`src/rtl/mem_stage_if.sv`:
```
// ---------------------------------------------------------------------------
// mem_stage_if
// Data-memory request/ready bus between the MEM stage and data memory.
//   req   : request, held until the cycle ready is seen
//   we    : 1 = write, 0 = read
//   addr  : word-aligned byte address
//   wdata : store data
//   ready : memory completes the request this cycle
//   rdata : load data, valid with ready on a read
// master = MEM stage side, slave = memory side.
// ---------------------------------------------------------------------------
interface mem_stage_if #(
    parameter int DATA_W = 32
);
    logic              req;
    logic              we;
    logic [DATA_W-1:0] addr;
    logic [DATA_W-1:0] wdata;
    logic              ready;
    logic [DATA_W-1:0] rdata;

    modport master (output req, we, addr, wdata, input ready, rdata);
    modport slave  (input req, we, addr, wdata, output ready, rdata);
endinterface

```
`src/rtl/mem_stage.sv`:
```
// ---------------------------------------------------------------------------
// mem_stage
// MEM stage of a 5-stage MIPS pipeline. Takes the EX/MEM bundle, performs
// lw/sw over the dmem request/ready bus and drives the registered MEM/WB
// bundle. Holds upstream with stall_o while an access is pending, inserting
// bubbles into MEM/WB, and squashes misaligned word accesses (align_err_o).
// Ports:
//   clk_i, rst_n_i           : clock, asynchronous active-low reset
//   valid_i, *_i controls    : EX/MEM bundle (RegWrite/MemtoReg/MemRead/MemWrite)
//   ALU_result_i             : ALU result / effective address
//   write_data_i, dest_reg_i : store data, destination register
//   dmem                     : data-memory bus (master side)
//   stall_o                  : hold IF/ID/EX and EX/MEM this cycle
//   align_err_o              : one-cycle pulse, misaligned access squashed
//   RegWrite_o .. dest_reg_o : registered MEM/WB bundle
// ---------------------------------------------------------------------------
module mem_stage #(
    parameter int DATA_W = 32,
    parameter int REG_AW = 5
) (
    input  logic              clk_i,
    input  logic              rst_n_i,
    input  logic              valid_i,
    input  logic              RegWrite_i,
    input  logic              MemtoReg_i,
    input  logic              MemRead_i,
    input  logic              MemWrite_i,
    input  logic [DATA_W-1:0] ALU_result_i,
    input  logic [DATA_W-1:0] write_data_i,
    input  logic [REG_AW-1:0] dest_reg_i,
    mem_stage_if.master       dmem,
    output logic              stall_o,
    output logic              align_err_o,
    output logic              RegWrite_o,
    output logic              MemtoReg_o,
    output logic [DATA_W-1:0] read_data_o,
    output logic [DATA_W-1:0] ALU_result_o,
    output logic [REG_AW-1:0] dest_reg_o
);
    typedef enum logic {IDLE, ACCESS} state_t;

    state_t              state_q, state_d;

    // Instruction captured for the duration of an access
    logic                cap_we_q, cap_we_d;
    logic                cap_rw_q, cap_rw_d;
    logic                cap_m2r_q, cap_m2r_d;
    logic [DATA_W-1:0]   cap_addr_q, cap_addr_d;
    logic [DATA_W-1:0]   cap_wdata_q, cap_wdata_d;
    logic [REG_AW-1:0]   cap_dest_q, cap_dest_d;

    // MEM/WB bundle
    logic                wb_rw_q, wb_rw_d;
    logic                wb_m2r_q, wb_m2r_d;
    logic [DATA_W-1:0]   wb_rdata_q, wb_rdata_d;
    logic [DATA_W-1:0]   wb_alu_q, wb_alu_d;
    logic [REG_AW-1:0]   wb_dest_q, wb_dest_d;
    logic                align_err_q, align_err_d;

    logic                memop;
    logic                misal;
    logic                stall_c;
    logic                req_c;
    logic                we_c;
    logic [DATA_W-1:0]   addr_c;
    logic [DATA_W-1:0]   wdata_c;

    assign memop = valid_i & (MemRead_i | MemWrite_i);
    assign misal = |ALU_result_i[1:0];

    always_comb begin
        state_d     = state_q;
        cap_we_d    = cap_we_q;
        cap_rw_d    = cap_rw_q;
        cap_m2r_d   = cap_m2r_q;
        cap_addr_d  = cap_addr_q;
        cap_wdata_d = cap_wdata_q;
        cap_dest_d  = cap_dest_q;
        // MEM/WB is reloaded every edge; a bubble unless overridden below
        wb_rw_d     = 1'b0;
        wb_m2r_d    = 1'b0;
        wb_rdata_d  = '0;
        wb_alu_d    = '0;
        wb_dest_d   = '0;
        align_err_d = 1'b0;
        stall_c     = 1'b0;
        req_c       = 1'b0;
        we_c        = 1'b0;
        addr_c      = '0;
        wdata_c     = '0;

        case (state_q)
            IDLE: begin
                if (!memop) begin
                    wb_rw_d   = RegWrite_i & valid_i;
                    wb_m2r_d  = MemtoReg_i;
                    wb_alu_d  = ALU_result_i;
                    wb_dest_d = dest_reg_i;
                end else if (misal) begin
                    align_err_d = 1'b1;
                end else begin
                    stall_c     = 1'b1;
                    // MemWrite wins when both MemRead and MemWrite are set
                    cap_we_d    = MemWrite_i;
                    cap_rw_d    = RegWrite_i;
                    cap_m2r_d   = MemtoReg_i;
                    cap_addr_d  = ALU_result_i;
                    cap_wdata_d = write_data_i;
                    cap_dest_d  = dest_reg_i;
                    state_d     = ACCESS;
                end
            end
            ACCESS: begin
                req_c   = 1'b1;
                we_c    = cap_we_q;
                addr_c  = cap_addr_q;
                wdata_c = cap_wdata_q;
                // Upstream advances on the completing edge
                stall_c = !dmem.ready;
                if (dmem.ready) begin
                    wb_rw_d    = cap_rw_q;
                    wb_m2r_d   = cap_m2r_q;
                    wb_rdata_d = cap_we_q ? '0 : dmem.rdata;
                    wb_alu_d   = cap_addr_q;
                    wb_dest_d  = cap_dest_q;
                    state_d    = IDLE;
                end
            end
            default: state_d = IDLE;
        endcase
    end

    always_ff @(posedge clk_i or negedge rst_n_i) begin
        if (!rst_n_i) begin
            state_q     <= IDLE;
            cap_we_q    <= 1'b0;
            cap_rw_q    <= 1'b0;
            cap_m2r_q   <= 1'b0;
            cap_addr_q  <= '0;
            cap_wdata_q <= '0;
            cap_dest_q  <= '0;
            wb_rw_q     <= 1'b0;
            wb_m2r_q    <= 1'b0;
            wb_rdata_q  <= '0;
            wb_alu_q    <= '0;
            wb_dest_q   <= '0;
            align_err_q <= 1'b0;
        end else begin
            state_q     <= state_d;
            cap_we_q    <= cap_we_d;
            cap_rw_q    <= cap_rw_d;
            cap_m2r_q   <= cap_m2r_d;
            cap_addr_q  <= cap_addr_d;
            cap_wdata_q <= cap_wdata_d;
            cap_dest_q  <= cap_dest_d;
            wb_rw_q     <= wb_rw_d;
            wb_m2r_q    <= wb_m2r_d;
            wb_rdata_q  <= wb_rdata_d;
            wb_alu_q    <= wb_alu_d;
            wb_dest_q   <= wb_dest_d;
            align_err_q <= align_err_d;
        end
    end

    // stall_o is combinational from the inputs in IDLE, so it is gated with
    // the reset to keep every output low while reset is held.
    assign stall_o      = stall_c & rst_n_i;
    assign dmem.req     = req_c;
    assign dmem.we      = we_c;
    assign dmem.addr    = addr_c;
    assign dmem.wdata   = wdata_c;
    assign align_err_o  = align_err_q;
    assign RegWrite_o   = wb_rw_q;
    assign MemtoReg_o   = wb_m2r_q;
    assign read_data_o  = wb_rdata_q;
    assign ALU_result_o = wb_alu_q;
    assign dest_reg_o   = wb_dest_q;
endmodule
```
`src/flat_wrapper.sv`:
```
// flat-port wrapper written by rule: the top's interface ports become plain ports
module mem_stage_flat 
#(
    parameter int DATA_W = 32,
    parameter int REG_AW = 5
)
  (clk_i, rst_n_i, valid_i, RegWrite_i, MemtoReg_i, MemRead_i, MemWrite_i, ALU_result_i, write_data_i, dest_reg_i, stall_o, align_err_o, RegWrite_o, MemtoReg_o, read_data_o, ALU_result_o, dest_reg_o, dmem_req, dmem_we, dmem_addr, dmem_wdata, dmem_ready, dmem_rdata);
  mem_stage_if #(.DATA_W(DATA_W)) dmem_i ();
  input  logic clk_i;
  input  logic rst_n_i;
  input  logic valid_i;
  input  logic RegWrite_i;
  input  logic MemtoReg_i;
  input  logic MemRead_i;
  input  logic MemWrite_i;
  input  logic [DATA_W-1:0] ALU_result_i;
  input  logic [DATA_W-1:0] write_data_i;
  input  logic [REG_AW-1:0] dest_reg_i;
  output logic stall_o;
  output logic align_err_o;
  output logic RegWrite_o;
  output logic MemtoReg_o;
  output logic [DATA_W-1:0] read_data_o;
  output logic [DATA_W-1:0] ALU_result_o;
  output logic [REG_AW-1:0] dest_reg_o;
  output wire logic [$bits(dmem_i.req)-1:0] dmem_req;
  output wire logic [$bits(dmem_i.we)-1:0] dmem_we;
  output wire logic [$bits(dmem_i.addr)-1:0] dmem_addr;
  output wire logic [$bits(dmem_i.wdata)-1:0] dmem_wdata;
  input wire logic [$bits(dmem_i.ready)-1:0] dmem_ready;
  input wire logic [$bits(dmem_i.rdata)-1:0] dmem_rdata;
  assign dmem_req = dmem_i.req;
  assign dmem_we = dmem_i.we;
  assign dmem_addr = dmem_i.addr;
  assign dmem_wdata = dmem_i.wdata;
  assign dmem_i.ready = dmem_ready;
  assign dmem_i.rdata = dmem_rdata;
  mem_stage #(.DATA_W(DATA_W), .REG_AW(REG_AW)) u_core (.clk_i(clk_i), .rst_n_i(rst_n_i), .valid_i(valid_i), .RegWrite_i(RegWrite_i), .MemtoReg_i(MemtoReg_i), .MemRead_i(MemRead_i), .MemWrite_i(MemWrite_i), .ALU_result_i(ALU_result_i), .write_data_i(write_data_i), .dest_reg_i(dest_reg_i), .dmem(dmem_i), .stall_o(stall_o), .align_err_o(align_err_o), .RegWrite_o(RegWrite_o), .MemtoReg_o(MemtoReg_o), .read_data_o(read_data_o), .ALU_result_o(ALU_result_o), .dest_reg_o(dest_reg_o));
endmodule
```
`config.mk`:
```
export PLATFORM = sky130hd
export DESIGN_NAME = mem_stage_flat
export DESIGN_NICKNAME = d
export VERILOG_FILES = /design/src/rtl/mem_stage_if.sv /design/src/rtl/mem_stage.sv /design/src/flat_wrapper.sv
export SDC_FILE = /design/constraint.sdc
export NUM_CORES = 1
export LEC_CHECK = 0
export CORE_ASPECT_RATIO = 1.5
export CORE_MARGIN = 4
export CORE_UTILIZATION = 44
export CTS_BUF_LIST = sky130_fd_sc_hd__clkbuf_8
export CTS_CLUSTER_SIZE = 10
export DETAILED_ROUTE_END_ITERATION = 7
export HOLD_SLACK_MARGIN = 0.15
export PLACE_DENSITY = 0.89
export REMOVE_ABC_BUFFERS = 1
export SLEW_MARGIN = 0
export SYNTH_ARGS = -nofsm -noshare
export SYNTH_HDL_FRONTEND = slang
export SYNTH_SLANG_ARGS = --single-unit
```
`constraint.sdc`:
```
create_clock -name clk_i -period 2 [get_ports clk_i]
set_input_delay 0.6 -clock clk_i [delete_from_list [all_inputs] [get_ports clk_i]]
set_output_delay 0.6 -clock clk_i [all_outputs]
set_load 0.01 [all_outputs]
```
; ---- Word-level counts from Yosys, hierarchy flattened
; Cells that the tools add are included.
; W data, S select, Z words.
[totals]
mem_count = 0
latchBits = 0
register_bits = 145
ram_bits = 0
out_inout_bits = 139
rom_bits = 0
word_cells = 49
[op_classes]
magnitude_cmp = 0
eq_ne = 0
add_sub_neg = 0
multipliers = 0
reduce_logical = 3
mux = 27
shifts = 0
n_bitwise = 6
div_mod_pow = 0
[ops]
columns = operator, count
row1 = $mux W32, 7
row2 = $pmux W32 S2, 1
row3 = $mux W1, 12
row4 = $mux W5, 2
row5 = $pmux W5 S2, 1
row6 = $pmux W1 S2, 4
row7 = $and A1 B1 Y1, 3
row8 = $reduce_and A3 Y1, 1
row9 = $not A1 Y1, 2
row10 = $reduce_or A2 Y1, 1
row11 = $logic_not A1 Y1, 1
row12 = $or A1 B1 Y1, 1

; ---- Longest topological paths before layout
; Gate-level depths: netlist of the first run.
[logic_depth]
ltp_word = 5
mapped_depth = 5
depth_no_buf = 3

; ---- Least setup slack after synthesis of the first run
; Ideal clock, no wire load.
[synth_timing]
path_kind = input -> output
from = in valid_i
to = out stall_o
path_stages = 5
required_ns = 1.400
setup_slack_ns = -0.043
t_arrival_ns = 1.443
n_path_buf = 2
cell_sequence = nor2b_2 nand3_1 buf_6 buf_6 a21boi_0
[synth_via]
elab_chain_cells = 4
[synth_rtl]
columns = item, line_no
row1 = from (decl), flat_wrapper.sv:11  ; input logic valid_i;
row2 = $and A1 B1 Y1, mem_stage.sv:68  ; assign memop = valid_i & (MemRead_i | MemWrite_i);
row3 = $mux W1, mem_stage.sv:94  ; if (!memop) begin
row4 = $pmux W1 S2, mem_stage.sv:92  ; case (state_q)
row5 = $and A1 B1 Y1, mem_stage.sv:167  ; assign stall_o = stall_c & rst_n_i;
row6 = to (decl), flat_wrapper.sv:19  ; output logic stall_o;
; No other way between the ends.

; ---- Worst setup path after layout of the first run
[layout_timing]
from = reg u_core.state_q
to = out dmem_addr[4]
[layout_via]
elab_chain_cells = 1
[layout_rtl]
columns = item, line_no
row1 = from (decl), mem_stage.sv:42  ; state_t state_q, state_d;
row2 = from (signal assigned), mem_stage.sv:149  ; state_q <= state_d;
row3 = $mux W32, mem_stage.sv:92
row4 = to (decl), flat_wrapper.sv:28  ; output wire logic [$bits(dmem_i.addr)-1:0] dmem_addr;
; No other way between the ends.

==> results.tsv, run 1 <==
stage	metric	value	unit
global_routing	grt_pass1_wl	25460	um
detailed_routing	wl_per_cell	20.52	um
synth	ys_ff_latch	145	
placement	pre_cts_slack	-0.9450	ns
floorplanning	initial_utilization	44.97	%
sta	period_minus_slack	2.087	ns
synth	synth_seq_area_share	62.29	%
finish	fin_area	9445	sq um
detailed_routing	routed_wl	17220	um
global_routing	grt-ovfl-total	0	
sta	period_share	104.3	%
sta	worst_slack	-0.08660	ns
sta	slew_viol_final	0	
clock_network	cts.clk_slew.worst_paths	0.08	ns
placement	hpwl	11560	um
power	total_power	7910	uW
sta	clock_skew	0.01205	ns
clock_network	clk_latency	0.43	ns
placement	io_buffers	247	
setup_path	crit_required	1.40	ns
global_routing	antenna_found_initial	0	
setup_path	crit_fanout	10	
setup_path	crit_start	u_core.state_q$_DFF_PN0_	
clock_network	cts_buffer_depth	2	
clock_network	clock-sinks	145	
sta	worstMarginPinSlew	0.6284	ns
setup_path	critPathKind	reg -> out	
run_status	violations	setup timing	
power	p_per_area	837.4	nW/um^2
global_routing	grt_max_degree	51	
clock_network	cts_root_buffer	clkbuf_8	
finish	drive_gt1_share	39.56	%
detailed_routing	vias_per_cell	5.051	
power	ir_drop	0.0005079	V
power	power.leakage	0.004617	uW
detailed_routing	drc	0	
detailed_routing	antenna_left	0	
detailed_routing	drt_iter0_markers	152	
setup_path	start_kind	register	
sta	hold_viol	0	
floorplanning	pin_count	248	
setup_path	worstPathArrival	1.49	ns
setup_path	r2r_end	u_core.cap_addr_q[31]$_DFFE_PN0P_	
setup_path	rr_worst_depth	5	
synth	syn_inst	393	
clock_network	cts_tree	yes	
detailed_routing	firstDrtPassIters	4	
global_routing	grt_usage	22.21	%
clock_network	htreeDepth	4	
setup_path	regToRegStartpoint	u_core.state_q$_DFF_PN0_	
placement	dpl_cell_area	8509	sq um
finish	syn_to_final_growth	62.13	%
sta	setup_viol	66	
synth	synth.cell_area	5826	sq um
clock_network	cts_made_buffers	17	
floorplanning	die_x	102.0	um
detailed_routing	vias	4238	
finish	nets	777	
sta	fmax	0.4793	GHz
floorplanning	core-area	12950	sq um
run	drv_cap	0	
floorplanning	dieArea	15180	sq um
run_status	status	finished with violations	
sta	relSlewSlack	58.11	%
sta	grt_setup_unrepaired	true	
placement	gp_congestion	0.8056	
global_routing	first_global_vias	4676	
setup_path	r2r_slack	0.27	ns
synth	ys.warnings.count	0	
finish	antenna_cells	0	
setup_path	worstSetupEndpointType	output port	
hold_path	hold_path.class	in -> async	
floorplanning	die_h	148.9	um
synth	synth_cell_types	19	
clock_network	holdBufCountCts	0	
floorplanning	num_rows	51	
synth	syn_area_per_cell	14.82	sq um
## routing by layer
metal | global-route usage, % | share of wire, % | vias to the layer above
met5 | 0 | 0 | -
met4 | 8.733 | 2.7 | 0
met3 | 7.253 | 8.0 | 33
met2 | 38.96 | 54 | 202
met1 | 24.63 | 35 | 2129
li1 | - | - | 1874
## Yosys cell counts (all sizes together)
cell type	count	area, sq um
nand2	4	15.01
dfrtp	145	3628
nor2	2	7.510
a21oi	1	5.000
o21ai	1	5.000
and2	100	625.6
mux2	70	998.5
or2	1	6.260
nand3	1	5.000
nand2b	1	6.260
buf	14	121.4
a21boi	1	7.510
a22o	38	332.8
clkbuf	12	45.04
and2b	1	7.510
nor2b	1	8.760
## registers in the layout, summed over array words and instances, names as in the netlist
| register | count |
|---|---|
| u_core.ALU_result_o | 32 |
| u_core.MemtoReg_o | 1 |
| u_core.RegWrite_o | 1 |
| u_core.align_err_o | 1 |
| u_core.cap_addr_q | 32 |
| u_core.cap_dest_q | 5 |
| u_core.cap_m2r_q | 1 |
| u_core.cap_rw_q | 1 |
| u_core.cap_wdata_q | 32 |
| u_core.cap_we_q | 1 |
| u_core.dest_reg_o | 5 |
| u_core.read_data_o | 32 |
| u_core.state_q | 1 |
## through the flow
step,setup TNS (ns),utilization [%],instances,hold slack (ns)
6_report,-4.050,72.92,839,0.2682
5_1_grt,-7.864,72.92,839,0.2878
4_1_cts,-6.146,70.27,834,0.2671
3_5_place_dp,-54.68,65.69,790,0.4727
3_3_place_gp,-49.27,65.69,790,0.4699
2_1_floorplan,-239.63,-,367,0.3044
## critical path: stages (launching register included)
cell and delay, ns:
dfrtp_2 0.47, buf_6 0.16, clkbuf_16 0.16, and2_1 0.13, buf_2 0.13
## cell usage in the layout, fill, tap and decap left out
master           count
buf_12               5
nand3_4              1
clkinvlp_4           1
and2_4              58
dlymetal6s2s_1       3
inv_6                4
nor2b_4              1
and2_1              42
buf_8                1
dfrtp_2              1
clkdlybuf4s50_1    171
buf_16               3
dlygate4sd2_1        5
inv_8                1
dfrtp_1            144
a21boi_2             1
nand2b_4             1
a22o_1              38
buf_2               11
clkbuf_8            18
buf_6               61
or2_4                1
nand2_1              4
nor2_1               2
bufinv_16            4
clkinv_4             3
o21ai_0              1
buf_4               19
a21oi_4              1
clkbuf_16            3
mux2_4              56
and2b_1              1
mux2_2              14
## report_power, final
part	internal, uW	switching, uW
sequential	3320	260
clock	1420	1200
combinational	1130	578
total	5880	2030
## logic make-up (layout without fill, tap and decap cells)
logic type | Yosys count | count (layout) | synth area share (%)
AO/OA/AOI/OAI | 41 | 41 | 6.014
multiplexers | 70 | 70 | 17.14
AND/OR/NAND/NOR | 111 | 111 | 11.71
flip-flops | 145 | 145 | 62.29
buffers and inverters | 26 | 313 | 2.857
## worst max path at each step
| stage | slack, ns | end | cells past startpoint |
|---|---|---|---|
| after floorplan | -3.20 | stall_o | 3 |
| after global placement | -0.91 | stall_o | 5 |
| after detailed placement | -0.94 | stall_o | 5 |
| after CTS | -0.12 | dmem_addr[8] | 4 |
| after global routing | -0.15 | dmem_addr[4] | 4 |
| final | -0.09 | dmem_addr[4] | 4 |
## area by class of cell
| type | instances | area, sq um |
|---|---|---|
| Sequential cell | 145 | 3630 |
| Fill cell | 806 | 3508 |
| Timing Repair Buffer | 282 | 2950 |
| Multi-Input combinational cell | 222 | 2218 |
| Clock buffer | 18 | 247.7 |
| Clock inverter | 13 | 200.2 |
| Tap cell | 159 | 198.9 |
## timing repair
item | in CTS | in global routing
endpoints found under the hold margin | 0 | 0
setup endpoints to repair | 140 | 79
setup buffers | 8 | 3
gates resized for setup | 351 | 66
gates cloned | 5 | 3
pin swaps | 3 | 1
Power figures use the tool's default switching activity.
==> inputs of run 2 (changes only) <==
--- a/config.mk
+++ b/config.mk
@@ -12,9 +12,9 @@
 export CTS_CLUSTER_SIZE = 10
 export DETAILED_ROUTE_END_ITERATION = 7
 export HOLD_SLACK_MARGIN = 0.15
+export MAX_ROUTING_LAYER = met4
 export PLACE_DENSITY = 0.89
 export REMOVE_ABC_BUFFERS = 1
-export SLEW_MARGIN = 0
 export SYNTH_ARGS = -nofsm -noshare
 export SYNTH_HDL_FRONTEND = slang
 export SYNTH_SLANG_ARGS = --single-unit
==> run 2 against run 1 <==
  * Combinational power about the same
  * Critical path depth stayed put
  * Largest cell class unchanged
  * Sequential share of layout area barely moved
  * The run still ends with setup timing left
  * Count of clock-buffer cells in the layout did not move
  * Final cell count did not move
  * First-iteration DRC count decreased by 22%
  * Non-clock buffer count stayed put
  * Critical endpoint unchanged
  * Global-route usage rose by 0.61 points
  * Design area about the same
==> results.tsv, run 2 (synthesis gave the netlist of run 1 again) <==
stage	metric	value	unit	change
floorplanning	die_x	102.0	um	unchanged
placement	dpl_cell_area	8509	sq um	unchanged
power	total_power	7910	uW	about the same
hold_path	hold_path.class	in -> async		
clock_network	cts_buffer_depth	2		unchanged
placement	gp_congestion	0.8174		+1.5%
run_status	status	finished with violations		
floorplanning	core-area	12950	sq um	unchanged
floorplanning	dieArea	15180	sq um	unchanged
sta	slew_viol_final	0		unchanged
global_routing	grt-ovfl-total	0		unchanged
sta	fmax	0.4803	GHz	+0.21%
clock_network	cts_root_buffer	clkbuf_8		
setup_path	slowest_stage	dfrtp_2		
finish	fin_area	9443	sq um	about the same
setup_path	regToRegStartpoint	u_core.state_q$_DFF_PN0_		
sta	hold_viol	0		unchanged
floorplanning	die_h	148.9	um	unchanged
finish	drive_gt1_share	39.56	%	unchanged
floorplanning	pin_count	248		unchanged
global_routing	grt_usage	22.82	%	+0.61 points
global_routing	first_global_vias	4694		+0.38%
run	drv_cap	0		unchanged
sta	grt_setup_unrepaired	true		
setup_path	worst_path_dominant_cell_family	flip-flops		
detailed_routing	drc	0		unchanged
setup_path	cp_cell_sequence	buf_6 -> clkbuf_16 -> and2_1 -> buf_2		
setup_path	rr_worst_depth	5		unchanged
detailed_routing	vias_per_cell	5.092		+0.80%
sta	clock_skew	0.01282	ns	+0.0007658 ns
setup_path	r2r_slack	0.27	ns	about the same
detailed_routing	vias	4272		+0.80%
sta	period_minus_slack	2.082	ns	-0.004385 ns
finish	final_common_cell	clkdlybuf4s50_1		
power	ir_drop	0.0005079	V	about the same
placement	placed_cells	790		unchanged
sta	period_share	104.1	%	-0.22 points
sta	relSlewSlack	58.18	%	+0.073 points
clock_network	clk_latency	0.43	ns	about the same
finish	antenna_cells	0		unchanged
placement	pre_cts_slack	-0.9450	ns	unchanged
floorplanning	initial_utilization	44.97	%	unchanged
detailed_routing	wl_per_cell	20.54	um	about the same
clock_network	cts_tree	yes		
setup_path	timing.critical_path.buf_inv	3		unchanged
setup_path	start_kind	register		
detailed_routing	antenna_left	0		unchanged
detailed_routing	drt_iter0_markers	118		-22%
clock_network	cts_made_buffers	17		unchanged
finish	most-common-layout-cells	clkdlybuf4s50_1 (172), dfrtp_1 (144), buf_6 (61)		
setup_path	critPathKind	reg -> out		
clock_network	htreeDepth	4		unchanged
setup_path	crit_fanout	10		unchanged
setup_path	max_stage_delay	0.47	ns	about the same
setup_path	crit_required	1.40	ns	about the same
finish	finalNonFillerCells	839		unchanged
finish	nets	777		unchanged
setup_path	worstPathArrival	1.48	ns	about the same
floorplanning	num_rows	51		unchanged
global_routing	antenna_found_initial	0		unchanged
detailed_routing	routed_wl	17240	um	about the same
detailed_routing	firstDrtPassIters	4		unchanged
finish	syn_to_final_growth	62.09	%	about the same
run_status	violations	setup timing		
global_routing	grt_max_degree	51		unchanged
clock_network	clock-sinks	145		unchanged
setup_path	worstSetupEndpointType	output port		
sta	setup_viol	66		unchanged
finish	fillers	807		+0.12%
setup_path	r2r_end	u_core.cap_addr_q[31]$_DFFE_PN0P_		
placement	io_buffers	247		unchanged
power	p_per_area	837.7	nW/um^2	about the same
sta	worstMarginPinSlew	0.6273	ns	-0.001088 ns
power	power.leakage	0.004604	uW	-0.29%
placement	hpwl	11560	um	unchanged
global_routing	grt_pass1_wl	25360	um	-0.38%
sta	worst_slack	-0.08221	ns	+0.004385 ns
clock_network	cts.clk_slew.worst_paths	0.08	ns	about the same
==> run 2: cell count changes in the layout (fill, tap and decap cells not counted), sizes merged <==
| cell | change |
|---|---|
| clkdlybuf4s50 | +1 |
| dlymetal6s2s | -1 |
==> run 2: cell type report <==
class | instances | area (sq um) | share of cell area (%)
well taps | 159 | 198.9 | 2.107
clock inverters | 13 | 200.2 | 2.120
multi-input cells | 222 | 2218 | 23.49
repair buffers | 282 | 2948 | 31.22
clock buffers | 18 | 247.7 | 2.624
flip-flops and latches | 145 | 3630 | 38.44
==> run 2: worst max path at each step <==
stage	from	cells past startpoint	to	slack, ns
2_1_floorplan	u_core.state_q$_DFF_PN0_	3	stall_o	-3.20
3_3_place_gp	MemWrite_i	5	stall_o	-0.91
3_5_place_dp	MemWrite_i	5	stall_o	-0.94
4_1_cts	u_core.state_q$_DFF_PN0_	4	dmem_addr[8]	-0.12
5_1_grt	u_core.state_q$_DFF_PN0_	4	dmem_addr[4]	-0.14
6_report	u_core.state_q$_DFF_PN0_	4	dmem_addr[4]	-0.08
==> run 2: worst reg2reg max path, stage by stage (launching register included) <==
cell and delay, ns:
dfrtp_2 0.46, nor2b_4 0.07, nand3_4 0.09, buf_4 0.12, buf_4 0.46, mux2_2 0.43
==> run 2: timing repair <==
item                       CTS  global route
hold buffers                 0             0
cloned                       5             3
buffers inserted             8             3
pin swaps                    3             1
setup endpoints to repair  140            79
resized for setup          351            65
==> run 2: metrics by stage <==
step                utilization, %  TNS [ns]  hold slack [ns]
floorplan                        -   -239.63           0.3044
global placement             65.69    -49.27           0.4699
detailed placement           65.69    -54.68           0.4727
CTS                          70.27    -6.146           0.2671
global route                 72.90    -7.701           0.2927
finish                       72.90    -3.861           0.2649
==> run 2: report_power, final <==
group / internal, uW / total [uW] / switching [uW]
combinational: 1130 / 1710 / 579
sequential: 3330 / 3590 / 261
clock: 1420 / 2610 / 1190
==> run 2: layer usage <==
layer	track usage, %	vias up	share of wire (%)
met2	38.96	210	54
met3	5.943	37	6.8
met1	25.40	2149	36
met4	8.733	0	2.9
met5	-	-	0
li1	-	1876	-
